--- src/rtl/csr_access_unit.sv ---
// csr_access_unit
//   Initiator side of the CSR read/write port. Executes one Zicsr instruction
//   (CSRRW/RS/RC and the immediate forms) at a time. It reads the CSR, computes
//   the read-modify-write value, issues a single-cycle write, and returns the
//   old CSR value for rd write-back. If trap entry is signalled while the
//   access is still in flight, the access is dropped.
//
// Ports
//   clk_sys_i, rst_sys_i           clock, asynchronous active-high reset
//   req_valid_i / req_ready_o      request handshake from execute
//   funct3_i, csr_addr_i           instruction fields
//   rs1_addr_i, rs1_data_i         rs1 index (uimm for I-forms) and value
//   rd_addr_i                      destination GPR index
//   pause_i, trap_enter_i          pipeline stall, trap entry (trap wins)
//   csr_read_*                     read strobe/address, combinational read data
//   csr_write_*                    single-cycle write strobe/address/data
//   rsp_valid_o, rd_*_o            completion pulse and rd write-back
//   illegal_o                      illegal access, qualified by rsp_valid_o
//   busy_o                         an instruction is in flight
module csr_access_unit #(
    parameter int unsigned REG_WIDTH = 64
) (
    input  logic                 clk_sys_i,
    input  logic                 rst_sys_i,
    input  logic                 req_valid_i,
    output logic                 req_ready_o,
    input  logic [2:0]           funct3_i,
    input  logic [11:0]          csr_addr_i,
    input  logic [4:0]           rs1_addr_i,
    input  logic [REG_WIDTH-1:0] rs1_data_i,
    input  logic [4:0]           rd_addr_i,
    input  logic                 pause_i,
    input  logic                 trap_enter_i,
    output logic                 csr_read_ena_o,
    output logic [11:0]          csr_read_addr_o,
    input  logic [REG_WIDTH-1:0] csr_read_data_i,
    output logic                 csr_write_ena_o,
    output logic [11:0]          csr_write_addr_o,
    output logic [REG_WIDTH-1:0] csr_write_data_o,
    output logic                 rsp_valid_o,
    output logic                 rd_we_o,
    output logic [4:0]           rd_addr_o,
    output logic [REG_WIDTH-1:0] rd_data_o,
    output logic                 illegal_o,
    output logic                 busy_o
);

    typedef enum logic [1:0] {StIdle, StRead, StWrite, StResp} state_e;

    state_e                 state_q, state_d;
    logic [2:0]             funct3_q, funct3_d;
    logic [11:0]            addr_q, addr_d;
    logic [4:0]             rs1_addr_q, rs1_addr_d;
    logic [REG_WIDTH-1:0]   rs1_data_q, rs1_data_d;
    logic [4:0]             rd_addr_q, rd_addr_d;
    logic [REG_WIDTH-1:0]   old_q, old_d;
    logic [11:0]            wr_addr_q, wr_addr_d;
    logic [REG_WIDTH-1:0]   wr_data_q, wr_data_d;
    logic                   illegal_q, illegal_d;

    logic                   is_rw;
    logic                   read_supp;
    logic                   write_wanted;
    logic                   illegal_acc;
    logic [REG_WIDTH-1:0]   src;
    logic [REG_WIDTH-1:0]   old_val;
    logic [REG_WIDTH-1:0]   new_val;
    logic                   accept;
    logic                   clear_fields;

    // Decode of the latched instruction
    assign is_rw        = (funct3_q[1:0] == 2'b01);
    // CSRRW/RWI with rd==x0 must not cause read side effects
    assign read_supp    = is_rw && (rd_addr_q == 5'd0);
    // Set/clear forms with rs1==x0 (or uimm==0) never write
    assign write_wanted = is_rw || ((funct3_q[1:0] != 2'b00) && (rs1_addr_q != 5'd0));
    assign illegal_acc  = (funct3_q[1:0] == 2'b00) ||
                          (write_wanted && (addr_q[11:10] == 2'b11));
    assign src          = funct3_q[2] ? {{(REG_WIDTH-5){1'b0}}, rs1_addr_q} : rs1_data_q;
    assign old_val      = read_supp ? '0 : csr_read_data_i;

    always_comb begin
        new_val = '0;
        case (funct3_q[1:0])
            2'b01:   new_val = src;
            2'b10:   new_val = old_val | src;
            2'b11:   new_val = old_val & ~src;
            default: new_val = '0;
        endcase
    end

    // Reset is folded in so req_ready_o reads 0 while reset is held
    assign req_ready_o = (state_q == StIdle) && !pause_i && !trap_enter_i && !rst_sys_i;
    assign accept      = req_valid_i && req_ready_o;

    always_comb begin
        state_d      = state_q;
        funct3_d     = funct3_q;
        addr_d       = addr_q;
        rs1_addr_d   = rs1_addr_q;
        rs1_data_d   = rs1_data_q;
        rd_addr_d    = rd_addr_q;
        old_d        = old_q;
        wr_addr_d    = wr_addr_q;
        wr_data_d    = wr_data_q;
        illegal_d    = illegal_q;
        clear_fields = 1'b0;

        case (state_q)
            StIdle: begin
                if (accept) begin
                    funct3_d   = funct3_i;
                    addr_d     = csr_addr_i;
                    rs1_addr_d = rs1_addr_i;
                    rs1_data_d = rs1_data_i;
                    rd_addr_d  = rd_addr_i;
                    state_d    = StRead;
                end
            end
            StRead: begin
                if (trap_enter_i) begin
                    clear_fields = 1'b1;
                    state_d      = StIdle;
                end else if (!pause_i) begin
                    old_d     = old_val;
                    wr_addr_d = addr_q;
                    wr_data_d = new_val;
                    illegal_d = illegal_acc;
                    state_d   = (write_wanted && !illegal_acc) ? StWrite : StResp;
                end
            end
            StWrite: begin
                if (trap_enter_i) begin
                    clear_fields = 1'b1;
                    state_d      = StIdle;
                end else if (!pause_i) begin
                    state_d = StResp;
                end
            end
            StResp: begin
                // The write already committed, so trap entry no longer cancels
                if (!pause_i) begin
                    state_d = StIdle;
                end
            end
            default: state_d = StIdle;
        endcase

        if (clear_fields) begin
            funct3_d   = '0;
            addr_d     = '0;
            rs1_addr_d = '0;
            rs1_data_d = '0;
            rd_addr_d  = '0;
            old_d      = '0;
            wr_addr_d  = '0;
            wr_data_d  = '0;
            illegal_d  = 1'b0;
        end
    end

    always_ff @(posedge clk_sys_i or posedge rst_sys_i) begin
        if (rst_sys_i) begin
            state_q    <= StIdle;
            funct3_q   <= '0;
            addr_q     <= '0;
            rs1_addr_q <= '0;
            rs1_data_q <= '0;
            rd_addr_q  <= '0;
            old_q      <= '0;
            wr_addr_q  <= '0;
            wr_data_q  <= '0;
            illegal_q  <= 1'b0;
        end else begin
            state_q    <= state_d;
            funct3_q   <= funct3_d;
            addr_q     <= addr_d;
            rs1_addr_q <= rs1_addr_d;
            rs1_data_q <= rs1_data_d;
            rd_addr_q  <= rd_addr_d;
            old_q      <= old_d;
            wr_addr_q  <= wr_addr_d;
            wr_data_q  <= wr_data_d;
            illegal_q  <= illegal_d;
        end
    end

    assign csr_read_ena_o   = (state_q == StRead) && !read_supp;
    assign csr_read_addr_o  = (state_q == StRead) ? addr_q : 12'd0;
    assign csr_write_ena_o  = (state_q == StWrite) && !pause_i && !trap_enter_i;
    assign csr_write_addr_o = wr_addr_q;
    assign csr_write_data_o = wr_data_q;
    assign rsp_valid_o      = (state_q == StResp) && !pause_i;
    assign rd_we_o          = rsp_valid_o && !illegal_q && (rd_addr_q != 5'd0);
    assign rd_addr_o        = rd_addr_q;
    assign rd_data_o        = old_q;
    assign illegal_o        = (state_q == StResp) && illegal_q;
    assign busy_o           = (state_q != StIdle);

endmodule

--- config.mk ---
export PLATFORM = sky130hd
export DESIGN_NAME = csr_access_unit
export DESIGN_NICKNAME = d
export VERILOG_FILES = /design/src/rtl/csr_access_unit.sv
export SDC_FILE = /design/constraint.sdc
export NUM_CORES = 1
export LEC_CHECK = 0
export CAP_MARGIN = 20
export CELL_PAD_IN_SITES_DETAIL_PLACEMENT = 2
export CELL_PAD_IN_SITES_GLOBAL_PLACEMENT = 2
export CORE_MARGIN = 4
export CORE_UTILIZATION = 29
export DETAILED_ROUTE_END_ITERATION = 10
export GPL_TIMING_DRIVEN = 0
export PLACE_DENSITY_LB_ADDON = 0.2
export RECOVER_POWER = 50
export SLEW_MARGIN = 40
export SYNTH_ARGS = -nofsm -noshare
export SYNTH_HDL_FRONTEND = slang
export SYNTH_SLANG_ARGS = --single-unit
export TNS_END_PERCENT = 10
--- constraint.sdc ---
create_clock -name clk_sys_i -period 8.7 [get_ports clk_sys_i]
set_clock_uncertainty 0.05 [all_clocks]
set_input_delay 1.305 -clock clk_sys_i [delete_from_list [all_inputs] [get_ports clk_sys_i]]
set_output_delay 1.305 -clock clk_sys_i [all_outputs]
set_load 0.01 [all_outputs]
==> results.sh, run 1 <==
export IMPL_final_cell_mix="293 x clkdlybuf4s50_1, 232 x dfrtp_1, 205 x nand2_1"
export IMPL_p_int_w=0.002577
export IMPL_track_usage_pct=21.46
export IMPL_clock_latency_ns=0.56
export IMPL_ys_seq_area_share_pct=53.00
export IMPL_fmax_mhz=226.3
export IMPL_ir_worst_vdd_uv=131.3
export IMPL_yosysTopAreaCellShare_pct=53.00
export IMPL_violations="capacitance limit, slew limit"
export IMPL_seqPwrFrac_pct=36.0
export IMPL_grt_pass1_wl_mm=69.12
export IMPL_hp_class="flip-flop to flip-flop"
export IMPL_numCtsBuffers=29
export IMPL_htreeDepth=1
export IMPL_io_pin_count=322
export IMPL_critical_path_class="input port to flip-flop"
export IMPL_drc=0
export IMPL_placed_area_sq_um=14880
export IMPL_cp_endpoint="csr_write_data_o[57]"
export IMPL_met3_usage_pct=4.556
export IMPL_outcome="finished, violations left"
export IMPL_post_drt_wl_per_cell_um=22.97
export IMPL_synthArstFlopShare_pct=100.0
export IMPL_synthCells=1067
export IMPL_drt_iter0_drc=368
export IMPL_first_global_vias=10840
export IMPL_ys_ff_latch=232
export IMPL_cp_start_kind="input port"
export IMPL_fp_dieH_um=202.3
export IMPL_grt_use_met1_pct=28.68
export IMPL_power_leakage_nw=7.465
export IMPL_grt_ovfl_total=0
export IMPL_arrival_ns=4.85
export IMPL_ant_nets=0
export IMPL_fin_tns_setup_ns=0
export IMPL_synth_area_leader_cell="dfrtp_1"
export IMPL_cts_tree="yes"
export IMPL_period_share_pct=50.79
export IMPL_r2r_start="state_q[0]"
export IMPL_timing_final_ws_setup_ns=4.281
export IMPL_grt_most_used_layer="met2"
export IMPL_antenna_found_initial=1
export IMPL_critical_path_startpoint="pause_i"
export IMPL_final_util_pct=42.76
export IMPL_r2r_cells=8
export IMPL_avgSynthCellArea_sq_um=10.27
export IMPL_required_ns=9.13
export IMPL_synth_area_sq_um=10950
export IMPL_rsz0062_at_grt="no"
export IMPL_synth_edff_count=0
export IMPL_layout_nets=1584
export IMPL_holdPathStages=1
export IMPL_power_density_nw_per_um2=246.9
export IMPL_rows=70
export IMPL_pwr_share_comb_pct=32.0
export IMPL_die_area_sq_um=40940
export IMPL_slew_headroom_pct=-87.33
export IMPL_synth_area_leaders="dfrtp_1 53%, nand2_1 7.0%, mux2i_1 5.8%, a22o_1 5.5%, nand3_1 4.4%"
export IMPL_whs_ns=0.4401
export IMPL_coreArea_sq_um=36960
export IMPL_cts_hold_fix_buffers=0
export IMPL_vias=9724
export IMPL_hold_viol=0
export IMPL_dp_hpwl_mm=32.45
export IMPL_tightestPinTransition_ns=2.795
export IMPL_cts_max_path_buffers=3
export IMPL_vias_per_cell=4.989
export IMPL_clock_sinks=232
export IMPL_routed_wl_mm=44.77
export IMPL_reg2reg_to="csr_write_data_o[57]"
export IMPL_p_sw_share_pct=33.96
export IMPL_path_clk_slew_ns=0.06
export IMPL_gp_congestion=0.7770
export IMPL_post_cts_buffers=0
export IMPL_use_met2_pct=35.74
export IMPL_drive_gt1_share_pct=8.108
export IMPL_critPathCaptureType="flip-flop"
export IMPL_grt_max_degree=70
export IMPL_syn_to_final_growth_pct=44.30
export IMPL_final_area_sq_um=15810
export IMPL_syn_nets=1230
export IMPL_start_util_pct=29.63
export IMPL_finalSetupViolCount=0
export IMPL_final_common_cell="clkdlybuf4s50_1"
export IMPL_cts_root_buffer="clkbuf_16"
export IMPL_r2r_slack_ns=5.01
export IMPL_synthFlopType="dfrtp_1"
export IMPL_period_minus_slack_ns=4.419
export IMPL_cts_resized_gates=0
export IMPL_port_buffers=320
export IMPL_yosys_warnings=0
export IMPL_drv_cap=2
export IMPL_pre_cts_slack_ns=4.560
export IMPL_drv_slew=69
export IMPL_pwr_share_clk_pct=32.0
export IMPL_yosysUniqueCellTypes=43
export IMPL_dieWidth_um=202.3
export IMPL_cp_max_fo=11
export IMPL_power_switching_w=0.001325
export IMPL_drt_first_pass_iters=4
==> cell families (layout without fill, tap and decap cells) <==
| kind of cell | Yosys count | in the layout | synth area share [%] |
|---|---|---|---|
| other | 0 | 2 | 0 |
| muxes | 64 | 64 | 5.849 |
| xor gates and xnor gates | 1 | 1 | 0.07998 |
| and+or+nand+nor | 401 | 401 | 17.42 |
| AOI/OAI and AO/OA | 212 | 212 | 16.75 |
| adders and majority gates | 5 | 5 | 0.5712 |
| DFF | 232 | 232 | 53.00 |
| buffers and inverters | 152 | 528 | 6.329 |
==> cell type report <==
type	instances	area, sq um
Clock buffer	37	815.8
Buffer	88	430.4
Fill cell	3975	21160
Tap cell	504	630.6
Inverter	64	241.5
Multi-Input combinational cell	683	4425
Timing Repair Buffer	323	3286
Sequential cell	232	5806
Clock inverter	16	165.2
Antenna cell	2	5.005
==> per-stage QoR <==
step           cells  total power (W)
2_1_floorplan   1067         0.002032
3_3_place_gp    1891         0.002673
3_5_place_dp    1894         0.002723
4_1_cts         1947         0.004005
5_1_grt         1947         0.004118
6_report        1949         0.003902
==> cell usage after synthesis, types with 2 or more instances <==
cell,n
a21oi_1,12
a22o_1,69
a22oi_1,59
a31oi_1,2
and2_1,17
buf_1,2
buf_2,29
buf_4,9
buf_6,7
clkbuf_1,41
dfrtp_1,232
ha_1,5
inv_1,64
mux2i_1,64
nand2_1,204
nand2b_1,61
nand3_1,97
nor2_1,5
nor2_2,2
o21ai_0,7
o2bb2ai_1,38
o2bb2ai_2,20
==> metal layers <==
| layer | routed length [um] | vias up |
|---|---|---|
| li1 | - | 4406 |
| met1 | 20030 | 5027 |
| met2 | 21360 | 233 |
| met3 | 2348 | 56 |
| met4 | 1022 | 2 |
| met5 | 8 | - |
==> state kept, by name (all words and copies together), names as in the netlist <==
register / count
funct3_q: 3
rs1_data_q: 64
csr_write_data_o: 64
rd_data_o: 64
addr_q: 12
illegal_q: 1
csr_write_addr_o: 12
state_q: 2
rd_addr_o: 5
rs1_addr_q: 5
==> worst max-delay path, stage by stage <==
cell and delay, ns:
dlygate4sd3_1 0.65, nor2_1 0.10, and2_0 0.16, clkbuf_1 0.17, nor2_1 1.23, clkbuf_1 0.59, clkbuf_1 0.46, o2bb2ai_1 0.17
==> how the worst min path moves through the flow <==
stage | slack (ns) | from | end
2_1_floorplan | 0.42 | rs1_data_q[0] | rs1_data_q[0]
3_3_place_gp | 0.42 | csr_write_data_o[28] | csr_write_data_o[28]
3_5_place_dp | 0.42 | csr_write_data_o[58] | csr_write_data_o[58]
4_1_cts | 0.44 | csr_write_data_o[59] | csr_write_data_o[59]
5_1_grt | 0.46 | csr_write_data_o[14] | csr_write_data_o[14]
6_report | 0.44 | csr_write_data_o[59] | csr_write_data_o[59]
==> power groups by stage <==
stage / combinational (W) / sequential, W / clock (W)
floorplan: 0.000576 / 0.00146 / 0
global placement: 0.00126 / 0.00141 / 0
detailed placement: 0.00130 / 0.00142 / 0
CTS: 0.00131 / 0.00141 / 0.00129
global route: 0.00135 / 0.00143 / 0.00134
finish: 0.00125 / 0.00140 / 0.00125
(Power assumes the default switching activity.)
==> run 2: changes to the inputs <==
CORE_UTILIZATION = 26   (was 29)
clock period = 4 ns   (was 8.7 ns; I/O delays follow)
==> results.sh, run 2 (synthesized netlist as in run 1, its figures left out) <==
export IMPL_die_area_sq_um=45480
export IMPL_antenna_found_initial=3
export IMPL_required_ns=4.45
export IMPL_p_sw_share_pct=33.37
export IMPL_vias=9669
export IMPL_post_cts_buffers=0
export IMPL_start_util_pct=26.58
export IMPL_io_pin_count=322
export IMPL_power_density_nw_per_um2=539.1
export IMPL_hp_class="input port to flip-flop"
export IMPL_violations="capacitance limit, slew limit"
export IMPL_vias_per_cell=4.869
export IMPL_whs_ns=0.4050
export IMPL_layout_nets=1593
export IMPL_coreArea_sq_um=41200
export IMPL_p_int_w=0.005752
export IMPL_placed_area_sq_um=15090
export IMPL_critical_path_class="flip-flop to flip-flop"
export IMPL_pwr_share_comb_pct=31.1
export IMPL_drc=0
export IMPL_final_area_sq_um=16010
export IMPL_cts_resized_gates=0
export IMPL_slew_headroom_pct=-21.66
export IMPL_syn_to_final_growth_pct=46.20
export IMPL_arrival_ns=3.77
export IMPL_drv_cap=1
export IMPL_fp_dieH_um=213.3
export IMPL_port_buffers=320
export IMPL_gp_congestion=0.7677
export IMPL_pre_cts_slack_ns=0.9508
export IMPL_grt_pass1_wl_mm=68.37
export IMPL_grt_ovfl_total=0
export IMPL_ir_worst_vdd_uv=363.4
export IMPL_cts_max_path_buffers=3
export IMPL_numCtsBuffers=30
export IMPL_cp_start_kind="flip-flop"
export IMPL_path_clk_slew_ns=0.06
export IMPL_dp_hpwl_mm=33.82
export IMPL_cts_root_buffer="clkbuf_16"
export IMPL_fmax_mhz=300.7
export IMPL_clock_latency_ns=0.56
export IMPL_tightestPinTransition_ns=1.818
export IMPL_track_usage_pct=19.55
export IMPL_routed_wl_mm=45.78
export IMPL_finalSetupViolCount=0
export IMPL_drv_slew=11
export IMPL_seqPwrFrac_pct=35.3
export IMPL_rsz0062_at_grt="no"
export IMPL_power_switching_w=0.002880
export IMPL_grt_max_degree=25
export IMPL_cts_hold_fix_buffers=0
export IMPL_post_drt_wl_per_cell_um=23.05
export IMPL_drt_first_pass_iters=4
export IMPL_nFillCells=4446
export IMPL_first_global_vias=10730
export IMPL_cp_max_fo=10
export IMPL_dp_cells=1930
export IMPL_diodes=0
export IMPL_hold_viol=0
export IMPL_clock_sinks=232
export IMPL_drt_iter0_drc=472
export IMPL_htreeDepth=1
export IMPL_seq_area_sq_um=5806
export IMPL_drive_gt1_share_pct=8.803
export IMPL_finalNonFillerCells=1986
export IMPL_dieWidth_um=213.3
export IMPL_period_share_pct=83.15
export IMPL_critPathCaptureType="flip-flop"
export IMPL_timing_final_ws_setup_ns=0.6741
export IMPL_ant_nets=0
export IMPL_final_common_cell="clkdlybuf4s50_1"
export IMPL_power_leakage_nw=7.654
export IMPL_final_util_pct=38.86
export IMPL_outcome="finished, violations left"
export IMPL_final_cell_mix="259 x clkdlybuf4s50_1, 232 x dfrtp_1, 205 x nand2_1"
export IMPL_period_minus_slack_ns=3.326
export IMPL_multi_input_area_sq_um=4428
export IMPL_rows=74
export IMPL_cts_tree="yes"
export IMPL_pwr_share_clk_pct=33.6
[run 2: cell types whose count changed in the layout (fill, tap and decap cells not counted), moves of 2 or more]
cell | previous run | this run
clkbuf_16 | 29 | 31
buf_12 | 0 | 3
clkinv_2 | 10 | 7
buf_2 | 23 | 28
diode_2 | 2 | 0
dlygate4sd3_1 | 27 | 61
clkdlybuf4s50_1 | 293 | 259
[run 2: per-stage QoR]
step	power (W)	setup TNS, ns
6_report	0.008633	0
5_1_grt	0.009102	0
4_1_cts	0.008916	0
3_5_place_dp	0.005948	0
3_3_place_gp	0.005834	-448.55
2_1_floorplan	0.004420	0
[run 2: final cells by class]
type / count / area share [%]
clock buffer: 44 / 5.587
tap: 532 / 4.157
timing repair buffer: 331 / 21.02
sequential: 232 / 36.26
clock inverter: 12 / 1.024
multi-input combinational: 683 / 27.65
buffer: 88 / 2.797
inverter: 64 / 1.508
[run 2: metal layers]
layer / share of wire, % / global-route usage (%) / up-vias / wire length [um]
li1: - / - / 4428 / -
met1: 45 / 26.16 / 4965 / 20420
met2: 48 / 33.10 / 222 / 22130
met3: 5.5 / 4.569 / 48 / 2527
met4: 1.4 / 3.068 / 6 / 659
met5: 0.081 / 0 / - / 37
[run 2: power groups by stage]
stage	combinational (W)	sequential, W	clock, W
floorplan	0.00125	0.00317	0
global placement	0.00275	0.00308	0
detailed placement	0.00285	0.00310	0
CTS	0.00286	0.00307	0.00299
global route	0.00292	0.00310	0.00308
finish	0.00269	0.00305	0.00290
[run 2: worst paths after layout]
kind / start / endpoint / slack (ns) / cells past startpoint
max in group asynchronous: rst_sys_i / addr_q[5] / 0.93 / 4
min in group asynchronous: rst_sys_i / rs1_data_q[9] / 0.64 / 2
hold reg to reg: csr_write_data_o[25] / csr_write_data_o[25] / 0.43 / 1
setup reg to reg: state_q[1] / rd_data_o[60] / 0.67 / 7
hold / removal: trap_enter_i / state_q[0] / 0.40 / 3
setup / recovery: state_q[1] / rd_data_o[60] / 0.67 / 7
[run 2: worst max-delay path: stages, from the launching register on]
cell and delay, ns:
dfrtp_1 0.37, inv_1 0.10, ha_1 0.29, and2_1 0.17
clkbuf_1 0.18, nor2_1 1.39, buf_2 0.51, a22o_1 0.19
==> run 3: changes to the inputs <==
CORE_UTILIZATION = 29   (was 26)
clock period = 3.2 ns   (was 4 ns; I/O delays follow)
==> results.sh, run 3 (synthesized netlist as in run 1, its figures left out) <==
export IMPL_p_int_w=0.006784
export IMPL_grt_pass1_wl_mm=68.87
export IMPL_fin_tns_setup_ns=0
export IMPL_r2r_start="state_q[1]"
export IMPL_finalNonFillerCells=1955
export IMPL_critPathCaptureType="output port"
export IMPL_pwr_share_comb_pct=32.4
export IMPL_power_w=0.01034
export IMPL_hp_class="input port to flip-flop"
export IMPL_drive_gt1_share_pct=8.351
export IMPL_final_area_sq_um=15780
export IMPL_drt_first_pass_iters=4
export IMPL_cpMaxStageDelayCell="or4_4"
export IMPL_gp_congestion=0.7732
export IMPL_vias_per_cell=4.955
export IMPL_numCtsBuffers=29
export IMPL_finalSetupViolCount=0
export IMPL_outcome="finished clean"
export IMPL_track_usage_pct=21.39
export IMPL_timing_final_ws_setup_ns=0.2007
export IMPL_cts_tree="yes"
export IMPL_clock_sinks=232
export IMPL_dieWidth_um=202.3
export IMPL_cts_max_path_buffers=3
export IMPL_grt_max_degree=25
export IMPL_hold_viol=0
export IMPL_cp_max_fo=3
export IMPL_p_sw_share_pct=34.39
export IMPL_drt_iter0_drc=343
export IMPL_path_clk_slew_ns=0.06
export IMPL_r2r_slack_ns=0.72
export IMPL_htreeDepth=1
export IMPL_period_minus_slack_ns=2.999
export IMPL_first_global_vias=10820
export IMPL_tightestPinTransition_ns=1.370
export IMPL_port_buffers=320
export IMPL_drc=0
export IMPL_drv_slew=0
export IMPL_fp_dieH_um=202.3
export IMPL_pre_cts_slack_ns=0.3185
export IMPL_rows=70
export IMPL_period_share_pct=93.73
export IMPL_final_common_cell="clkdlybuf4s50_1"
export IMPL_rsz0062_at_grt="no"
export IMPL_cp_top_family="simple AND/OR/NAND/NOR gates"
export IMPL_reg2reg_to="csr_write_data_o[40]"
export IMPL_die_area_sq_um=40940
export IMPL_post_drt_wl_per_cell_um=22.90
export IMPL_critical_path_class="flip-flop to output port"
export IMPL_r2r_cells=8
export IMPL_worstPathCellList="or4_4 > nor3_4 > and2b_1 > clkdlybuf4s50_1"
export IMPL_critical_path_startpoint="rd_addr_o[1]"
export IMPL_vias=9687
export IMPL_cp_start_kind="flip-flop"
export IMPL_cp_endpoint="csr_read_ena_o"
export IMPL_syn_to_final_growth_pct=44.11
export IMPL_layout_nets=1592
export IMPL_power_leakage_nw=7.613
export IMPL_coreArea_sq_um=36960
export IMPL_io_pin_count=322
export IMPL_grt_ovfl_total=0
export IMPL_slew_headroom_pct=8.698
export IMPL_ant_nets=0
export IMPL_post_cts_buffers=0
export IMPL_final_cell_mix="242 x clkdlybuf4s50_1, 232 x dfrtp_1, 205 x nand2_1"
export IMPL_drv_cap=0
export IMPL_start_util_pct=29.63
export IMPL_dp_hpwl_mm=33.39
export IMPL_cts_root_buffer="clkbuf_16"
export IMPL_cp_num_cells=4
export IMPL_arrival_ns=2.47
export IMPL_antenna_found_initial=1
export IMPL_ir_worst_vdd_uv=365.7
export IMPL_pwr_share_clk_pct=30.7
export IMPL_routed_wl_mm=44.77
export IMPL_placed_area_sq_um=15060
export IMPL_seqPwrFrac_pct=36.9
export IMPL_fmax_mhz=333.4
export IMPL_critPathBufInv=1
export IMPL_critPathMaxStageDelay_ns=0.59
export IMPL_dp_cells=1902
export IMPL_required_ns=2.67
export IMPL_clock_latency_ns=0.57
export IMPL_power_density_nw_per_um2=655.2
export IMPL_power_switching_w=0.003556
## run 3: worst min-delay path, stage by stage
cell	delay, ns
buf_2	0.17
a211o_1	0.12
a31oi_1	0.07
## run 3: metrics by stage
stage                     util, %  hold WS, ns
after floorplan                 -       0.4158
after global placement      40.02       0.4213
after detailed placement    40.73       0.4267
after CTS                   43.13       0.2418
after global routing        42.70       0.3048
final                       42.70       0.2691
## run 3: cell type report
| type | instances | area [sq um] |
|---|---|---|
| Sequential cell | 232 | 5806 |
| Multi-Input combinational cell | 683 | 4444 |
| Inverter | 64 | 241.5 |
| Antenna cell | 2 | 5.005 |
| Tap cell | 504 | 630.6 |
| Timing Repair Buffer | 331 | 3321 |
| Clock inverter | 9 | 101.3 |
| Fill cell | 4001 | 21180 |
| Clock buffer | 42 | 784.5 |
| Buffer | 88 | 450.4 |
## run 3: worst min path at each step
stage,start,to,depth (start not counted)
6_report,trap_enter_i,state_q[0],3
4_1_cts,trap_enter_i,state_q[0],3
2_1_floorplan,rs1_data_q[0],rs1_data_q[0],2
5_1_grt,trap_enter_i,state_q[0],3
3_3_place_gp,csr_write_data_o[27],csr_write_data_o[27],1
3_5_place_dp,csr_write_data_o[6],csr_write_data_o[6],1
## run 3: what timing repair did
item                                    4_1_cts  5_1_grt
resized for setup                             1        0
endpoints found under the setup margin        3        0
hold buffers                                  0        0
## run 3: power by group through the flow
stage | Combinational [W] | Clock (W) | Sequential [W]
after CTS | 0.00358 | 0.00326 | 0.00383
after floorplan | 0.00157 | 0 | 0.00396
final | 0.00335 | 0.00317 | 0.00381
after detailed placement | 0.00355 | 0 | 0.00388
after global routing | 0.00365 | 0.00339 | 0.00388
after global placement | 0.00342 | 0 | 0.00384
## run 3: metal layers
| metal | vias to the layer above | routed length [um] | track usage (%) |
|---|---|---|---|
| met3 | 48 | 2412 | 4.669 |
| met2 | 246 | 21960 | 36.54 |
| met5 | - | 0 | 0 |
| met4 | 0 | 935 | 4.728 |
| met1 | 4974 | 19460 | 27.97 |
| li1 | 4419 | - | - |
